**src/rtl/freq_generator_if.sv**
```systemverilog
// Control/status bundle for the programmable square-wave generator.
//
// Handshake: a request is a one-cycle `load` strobe carrying `freq_in`.
// It is taken only on a clock edge where `ready` is 1; a strobe while
// `ready` is 0 is dropped silently. An out-of-range request presented while
// `ready` is 1 is refused with a one-cycle `err` pulse and leaves `ready`
// high. There is no back-pressure beyond `ready`; the master must not
// assume a request was taken unless `ready` was 1 at the sampling edge.
interface freq_generator_if #(
  parameter int FREQ_WIDTH = 26
);
  logic [FREQ_WIDTH-1:0] freq_in;
  logic                  load;
  logic                  enable;
  logic                  ready;
  logic                  err;
  logic                  waveform;
  logic [FREQ_WIDTH-1:0] freq_active;
  logic                  dbg_state;

  modport master (
    output freq_in, load, enable,
    input  ready, err, waveform, freq_active, dbg_state
  );

  modport slave (
    input  freq_in, load, enable,
    output ready, err, waveform, freq_active, dbg_state
  );
endinterface

```
**src/rtl/freq_generator.sv**
```systemverilog
// Programmable 50 % duty square-wave source. A requested frequency is turned
// into a half-period count N = floor(CLK_FREQ / (2*freq_in)) by a bit-serial
// restoring divider, parked in a pending register, and applied only when the
// generator is stopped or at the end of a full period so the output never
// glitches.
module freq_generator #(
  parameter int CLK_FREQ   = 100_000_000,
  parameter int FREQ_WIDTH = $clog2(CLK_FREQ / 2)
) (
  input  logic           clk,
  input  logic           reset,
  freq_generator_if.slave bus
);
  localparam int D  = $clog2(CLK_FREQ + 1);
  localparam int IW = $clog2(D + 1);
  localparam int RW = FREQ_WIDTH + 2;
  localparam logic [D-1:0]          DIVIDEND = D'(CLK_FREQ);
  localparam logic [FREQ_WIDTH-1:0] F_MAX    = FREQ_WIDTH'(CLK_FREQ / 2);

  typedef enum logic {S_IDLE = 1'b0, S_DIVIDE = 1'b1} state_t;

  state_t                state_q, state_d;
  logic                  ready_q, ready_d;
  logic                  err_q, err_d;
  logic [IW-1:0]         iter_q, iter_d;
  logic [D-1:0]          sh_q, sh_d;        // dividend bits out, quotient bits in
  logic [RW-1:0]         rem_q, rem_d;
  logic [RW-1:0]         div_q, div_d;      // 2 * requested frequency
  logic [FREQ_WIDTH-1:0] f_lat_q, f_lat_d;
  logic [FREQ_WIDTH-1:0] n_pend_q, n_pend_d;
  logic [FREQ_WIDTH-1:0] f_pend_q, f_pend_d;
  logic                  pend_q, pend_d;
  logic [FREQ_WIDTH-1:0] n_act_q, n_act_d;
  logic [FREQ_WIDTH-1:0] f_act_q, f_act_d;
  logic [FREQ_WIDTH-1:0] cnt_q, cnt_d;
  logic                  wave_q, wave_d;

  logic [RW-1:0] rem_sh;
  logic [RW-1:0] rem_nx;
  logic [D-1:0]  quo_nx;
  logic          q_bit;
  logic          valid_req;
  logic          pend_write;
  logic          stopped;
  logic          at_end;
  logic          take;

  // Next-state logic: request validation, one divider step, pending/active
  // transfer and the half-period counter.
  always_comb begin
    state_d    = state_q;
    ready_d    = ready_q;
    err_d      = 1'b0;
    iter_d     = iter_q;
    sh_d       = sh_q;
    rem_d      = rem_q;
    div_d      = div_q;
    f_lat_d    = f_lat_q;
    n_pend_d   = n_pend_q;
    f_pend_d   = f_pend_q;
    pend_d     = pend_q;
    n_act_d    = n_act_q;
    f_act_d    = f_act_q;
    cnt_d      = cnt_q;
    wave_d     = wave_q;
    pend_write = 1'b0;

    // Restoring step: bring down the next dividend bit, subtract if it fits.
    rem_sh    = {rem_q[RW-2:0], sh_q[D-1]};
    q_bit     = (rem_sh >= div_q);
    rem_nx    = q_bit ? (rem_sh - div_q) : rem_sh;
    quo_nx    = {sh_q[D-2:0], q_bit};
    valid_req = (bus.freq_in != '0) && (bus.freq_in <= F_MAX);

    case (state_q)
      S_IDLE: begin
        if (bus.load) begin
          if (valid_req) begin
            state_d = S_DIVIDE;
            ready_d = 1'b0;
            f_lat_d = bus.freq_in;
            div_d   = {1'b0, bus.freq_in, 1'b0};
            rem_d   = '0;
            sh_d    = DIVIDEND;
            iter_d  = '0;
          end else begin
            err_d = 1'b1;
          end
        end
      end
      S_DIVIDE: begin
        rem_d  = rem_nx;
        sh_d   = quo_nx;
        iter_d = iter_q + IW'(1);
        if (iter_q == IW'(D - 1)) begin
          state_d    = S_IDLE;
          ready_d    = 1'b1;
          pend_write = 1'b1;
          n_pend_d   = quo_nx[FREQ_WIDTH-1:0];
          f_pend_d   = f_lat_q;
        end
      end
      default: state_d = S_IDLE;
    endcase

    stopped = (f_act_q == '0) || !bus.enable;
    at_end  = (cnt_q == n_act_q - FREQ_WIDTH'(1));

    if (!bus.enable) begin
      wave_d = 1'b0;
      cnt_d  = '0;
    end else if (f_act_q != '0) begin
      if (at_end) begin
        wave_d = !wave_q;
        cnt_d  = '0;
      end else begin
        cnt_d = cnt_q + FREQ_WIDTH'(1);
      end
    end

    // A pending setting lands immediately when idle, otherwise on the 1->0
    // edge so the new period starts with a fresh low half.
    take = pend_q && (stopped || (wave_q && at_end));
    if (take) begin
      f_act_d = f_pend_q;
      n_act_d = n_pend_q;
      cnt_d   = '0;
      wave_d  = 1'b0;
    end

    if (pend_write) pend_d = 1'b1;
    else if (take)  pend_d = 1'b0;
  end

  // All state and outputs registered; reset aborts any division in flight.
  always_ff @(posedge clk) begin
    if (reset) begin
      state_q  <= S_IDLE;
      ready_q  <= 1'b1;
      err_q    <= 1'b0;
      iter_q   <= '0;
      sh_q     <= '0;
      rem_q    <= '0;
      div_q    <= '0;
      f_lat_q  <= '0;
      n_pend_q <= '0;
      f_pend_q <= '0;
      pend_q   <= 1'b0;
      n_act_q  <= '0;
      f_act_q  <= '0;
      cnt_q    <= '0;
      wave_q   <= 1'b0;
    end else begin
      state_q  <= state_d;
      ready_q  <= ready_d;
      err_q    <= err_d;
      iter_q   <= iter_d;
      sh_q     <= sh_d;
      rem_q    <= rem_d;
      div_q    <= div_d;
      f_lat_q  <= f_lat_d;
      n_pend_q <= n_pend_d;
      f_pend_q <= f_pend_d;
      pend_q   <= pend_d;
      n_act_q  <= n_act_d;
      f_act_q  <= f_act_d;
      cnt_q    <= cnt_d;
      wave_q   <= wave_d;
    end
  end

  assign bus.ready       = ready_q;
  assign bus.err         = err_q;
  assign bus.waveform    = wave_q;
  assign bus.freq_active = f_act_q;
  assign bus.dbg_state   = state_q;
endmodule

```
**src/flat_wrapper.sv**
```systemverilog
// flat-port wrapper written by rule: the top's interface ports become plain ports
module freq_generator_flat 
#(
  parameter int CLK_FREQ   = 100_000_000,
  parameter int FREQ_WIDTH = $clog2(CLK_FREQ / 2)
)
  (clk, reset, bus_freq_in, bus_load, bus_enable, bus_ready, bus_err, bus_waveform, bus_freq_active, bus_dbg_state);
  freq_generator_if #(.FREQ_WIDTH(FREQ_WIDTH)) bus_i ();
  input  logic clk;
  input  logic reset;
  input wire logic [$bits(bus_i.freq_in)-1:0] bus_freq_in;
  input wire logic [$bits(bus_i.load)-1:0] bus_load;
  input wire logic [$bits(bus_i.enable)-1:0] bus_enable;
  output wire logic [$bits(bus_i.ready)-1:0] bus_ready;
  output wire logic [$bits(bus_i.err)-1:0] bus_err;
  output wire logic [$bits(bus_i.waveform)-1:0] bus_waveform;
  output wire logic [$bits(bus_i.freq_active)-1:0] bus_freq_active;
  output wire logic [$bits(bus_i.dbg_state)-1:0] bus_dbg_state;
  assign bus_i.freq_in = bus_freq_in;
  assign bus_i.load = bus_load;
  assign bus_i.enable = bus_enable;
  assign bus_ready = bus_i.ready;
  assign bus_err = bus_i.err;
  assign bus_waveform = bus_i.waveform;
  assign bus_freq_active = bus_i.freq_active;
  assign bus_dbg_state = bus_i.dbg_state;
  freq_generator #(.CLK_FREQ(CLK_FREQ), .FREQ_WIDTH(FREQ_WIDTH)) u_core (.clk(clk), .reset(reset), .bus(bus_i));
endmodule
```
**config.mk**
```make
export PLATFORM = sky130hd
export DESIGN_NAME = freq_generator_flat
export DESIGN_NICKNAME = d
export VERILOG_FILES = /design/src/rtl/freq_generator_if.sv /design/src/rtl/freq_generator.sv /design/src/flat_wrapper.sv
export SDC_FILE = /design/constraint.sdc
export NUM_CORES = 1
export LEC_CHECK = 0
export CAP_MARGIN = 30
export CORE_MARGIN = 2
export CORE_UTILIZATION = 50
export CTS_BUF_LIST = sky130_fd_sc_hd__clkbuf_4 sky130_fd_sc_hd__clkbuf_8 sky130_fd_sc_hd__clkbuf_16
export CTS_CLUSTER_SIZE = 16
export DETAILED_ROUTE_END_ITERATION = 7
export GPL_ROUTABILITY_DRIVEN = 0
export PLACE_DENSITY = 0.73
export SYNTH_ARGS = -nofsm -noshare
export SYNTH_HDL_FRONTEND = slang
export SYNTH_SLANG_ARGS = --single-unit
```
**constraint.sdc**
```tcl
create_clock -name clk -period 2.9 [get_ports clk]
set_input_delay 0.58 -clock clk [delete_from_list [all_inputs] [get_ports clk]]
set_output_delay 0.58 -clock clk [all_outputs]
set_load 0.02 [all_outputs]
```
==> results.sh <==
export IMPL_stdcell_area_um2=14100
export IMPL_dieHeight_um=152
export IMPL_ios=60
export IMPL_setup_slack_ns=-0.166
export IMPL_clk_pin_slew_ns=0.06
export IMPL_netlist_area_um2=10900
export IMPL_drtPass1Iterations=5
export IMPL_htree_num_levels=1
export IMPL_hpwl_um=19200
export IMPL_synth_area_leaders="dfxtp_1 40%, mux2i_1 8.9%, nor2_1 5.7%"
export IMPL_grt_ovfl_total=0
export IMPL_finClkSkew_ns=0.0256
export IMPL_fill_cells=1705
export IMPL_synth_nets=1338
export IMPL_wl_per_cell_um=17.2
export IMPL_grt_use_total=0.235
export IMPL_hold_viol_final=0
export IMPL_ys_flop_type="dfxtp_1"
export IMPL_seq_area_um2=4410
export IMPL_min_period_over_period=1.06
export IMPL_clock_fmax_ghz=0.326
export IMPL_drtAntennaViolNets=0
export IMPL_rows=54
export IMPL_violations="negative setup slack"
export IMPL_routed_via_density=5.66
export IMPL_vias=9696
export IMPL_syn2layout_area_growth_pct=28.8
export IMPL_cts_tree="built"
export IMPL_place_area_um2=12300
export IMPL_rsz0062_at_grt="true"
export IMPL_insertedDiodeCount=0
export IMPL_core_um2=21600
export IMPL_ys_seq_area_frac=0.403
export IMPL_die_area_um2=23100
export IMPL_cts_buffers=24
export IMPL_syn_avg_cell_area_um2=8.56
export IMPL_grt_pass1_wl_um=46000
export IMPL_tightest_slew_ns=0.645
export IMPL_clock_sinks=220
export IMPL_worst_setup_path_type="reg2reg"
export IMPL_p_leak_nw=5.40
export IMPL_nets=1475
export IMPL_multi_input_area_um2=6420
export IMPL_setup_viol=79
export IMPL_drt_iter0_drc=553
export IMPL_postSynthCellCount=1277
export IMPL_min_path_type="reg2reg"
export IMPL_r2r_setup_slack_ns=-0.17
export IMPL_clk_latency_ns=0.53
export IMPL_whs_ns=0.447
export IMPL_drive_gt1_frac=0.186
export IMPL_ys_seq_elements=220
export IMPL_initial_core_util=0.505
export IMPL_cts_root_buf="clkbuf_16"
export IMPL_async_reset_ff_frac=0
export IMPL_slew_violations=0
export IMPL_cts_max_path_buffers=3
export IMPL_fp_dieW_um=152
export IMPL_first_global_vias=9280
export IMPL_synth_largest_area_cell="dfxtp_1"
export IMPL_cp_data_arrival_time_ns=3.47
export IMPL_wl_um=29500
export IMPL_status="complete, but fails checks"
export IMPL_hold_buffers=0
export IMPL_grt_max_degree=82
export IMPL_cap_violations=0
export IMPL_maxSlewHeadroom=0.570
export IMPL_portBuffers=59
export IMPL_start_kind="register"
export IMPL_synth_edff_count=0
export IMPL_powerDensity_nw_per_um2=774
export IMPL_worst_setup_path_end_kind="register"
export IMPL_antenna_found_initial=0
export IMPL_synth_top_area_share=0.403
export IMPL_drc=0
export IMPL_critPathMaxFanout=7
export IMPL_peakVddDrop_uv=883
export IMPL_fin_crit_ns=3.07
export IMPL_required_ns=3.31
export IMPL_synth_cell_types=76
export IMPL_yosys_warnings=0
==> stage by stage <==
step           setup TNS [ns]  std cells  setup slack [ns]   util  total power, mW
6_report                -7.40       1712            -0.166  0.651             10.9
3_5_place_dp           -15.69       1645            -0.228  0.569             7.04
2_1_floorplan               0       1277            0.0393      -             5.95
4_1_cts               -0.0767       1698           -0.0339  0.621             10.5
3_3_place_gp            -8.26       1645            -0.181  0.569             6.98
5_1_grt                -16.27       1712            -0.257  0.651             11.5
==> registers in the layout (all words and copies together), names as in the netlist, 5 cells and up <==
signal / count
u_core.sh_q: 27
u_core.f_pend_q: 26
u_core.cnt_q: 26
u_core.iter_q: 5
u_core.n_pend_q: 26
u_core.f_lat_q: 26
u_core.bus.freq_active: 26
u_core.rem_q: 27
u_core.n_act_q: 26
==> synth_stat cells (4+ instances only) <==
library cell,instances
a211o_1,5
a211oi_1,9
a21o_1,9
a21oi_1,87
a221oi_1,12
a22oi_1,22
a31oi_1,5
and3_1,12
buf_1,7
buf_12,5
buf_2,4
buf_6,6
clkbuf_1,48
dfxtp_1,220
ha_1,30
inv_1,61
mux2i_1,97
nand2_1,153
nand2b_1,11
nand3_1,23
nand4_1,17
nor2_1,165
nor2b_1,7
nor3_1,24
nor3b_1,4
nor4_1,21
o211ai_1,7
o21a_1,7
o21ai_0,30
o21bai_1,4
o31ai_1,9
or3_1,9
or4_1,7
xnor2_1,36
xor2_1,32
==> final timing paths <==
| path | startpoint | cells after the start | to |
|---|---|---|---|
| worst max-delay path | u_core.n_act_q[0]$_SDFFE_PP0P_ | 13 | u_core.bus.freq_active[13]$_SDFFE_PP0P_ |
| worst min-delay path | u_core.sh_q[15]$_SDFFE_PP0P_ | 2 | u_core.n_pend_q[16]$_SDFFE_PP0P_ |
| worst min register to register | u_core.sh_q[15]$_SDFFE_PP0P_ | 2 | u_core.n_pend_q[16]$_SDFFE_PP0P_ |
| worst max register to register | u_core.n_act_q[0]$_SDFFE_PP0P_ | 13 | u_core.bus.freq_active[13]$_SDFFE_PP0P_ |
==> power breakdown <==
part / total (mW) / switching (mW) / internal, mW
registers: 3.33 / 0.155 / 3.18
clock network: 3.40 / 1.30 / 2.11
logic: 4.16 / 2.12 / 2.04
==> worst max-delay path, cell delays in order (launching register included) <==
cell and delay, ns:
dfxtp_1 0.32, inv_1 0.11, ha_4 0.15, or4b_4 0.49
o21a_1 0.23, a211oi_2 0.21, and3_1 0.23, nand4_4 0.10
o41ai_4 0.35, buf_6 0.17, buf_6 0.13, buf_12 0.14
mux2i_4 0.22, nor2_1 0.07
==> final cells by class <==
type | instances | share of cell area
clock buffers | 30 | 0.0476
clock inverters | 14 | 0.0161
inverters | 61 | 0.0163
multi-input cells | 923 | 0.456
flip-flops and latches | 220 | 0.314
well taps | 280 | 0.0249
repair buffers | 184 | 0.125
==> routing by layer <==
metal	global-route usage	wire length (um)	up-vias
met2	0.378	13700	255
met5	0	0	-
li1	-	-	4769
met4	0.0619	698	0
met1	0.338	13500	4620
met3	0.0271	1580	52
==> layout by cell type (no fill, tap or decap), types with 5 or more instances in the layout <==
cell / instances
nor2_1: 143
a22oi_1: 21
nand2_1: 151
nand2b_1: 11
nand4_1: 17
o211ai_1: 7
ha_4: 8
o21a_1: 7
xor2_1: 32
dfxtp_2: 5
bufinv_16: 5
buf_4: 101
clkbuf_16: 28
a221oi_1: 12
nor2b_1: 6
nor2_4: 17
buf_6: 11
a21o_1: 9
o21ai_0: 28
nor3_1: 20
or3_1: 9
nor4_1: 17
inv_1: 59
a211oi_1: 7
o31ai_1: 7
mux2i_1: 93
ha_1: 21
dfxtp_1: 214
a21oi_1: 85
clkdlybuf4s50_1: 58
xnor2_1: 36
buf_12: 5
nor2_2: 5
or4_1: 5
and3_1: 12
nand3_1: 23
==> timing repair <==
action | CTS | global route
buffers inserted | 6 | 9
setup endpoints to repair | 84 | 106
resized for setup | 27 | 105
cloned | 3 | 6
pin swaps | 8 | 46
==> cell families (layout without fill, tap and decap cells) <==
group                      count (synthesis)  after routing  share of synthesized area
AOI/OAI and AO/OA                        243            243                      0.149
xor gates and xnor gates                  68             68                     0.0545
adders and majority gates                 31             31                     0.0362
buffers and inverters                    134            289                     0.0591
DFF                                      220            220                      0.403
muxes                                    100            100                     0.0919
and+or+nand+nor                          481            481                      0.206
No activity file was read; power rests on OpenSTA's default activity.
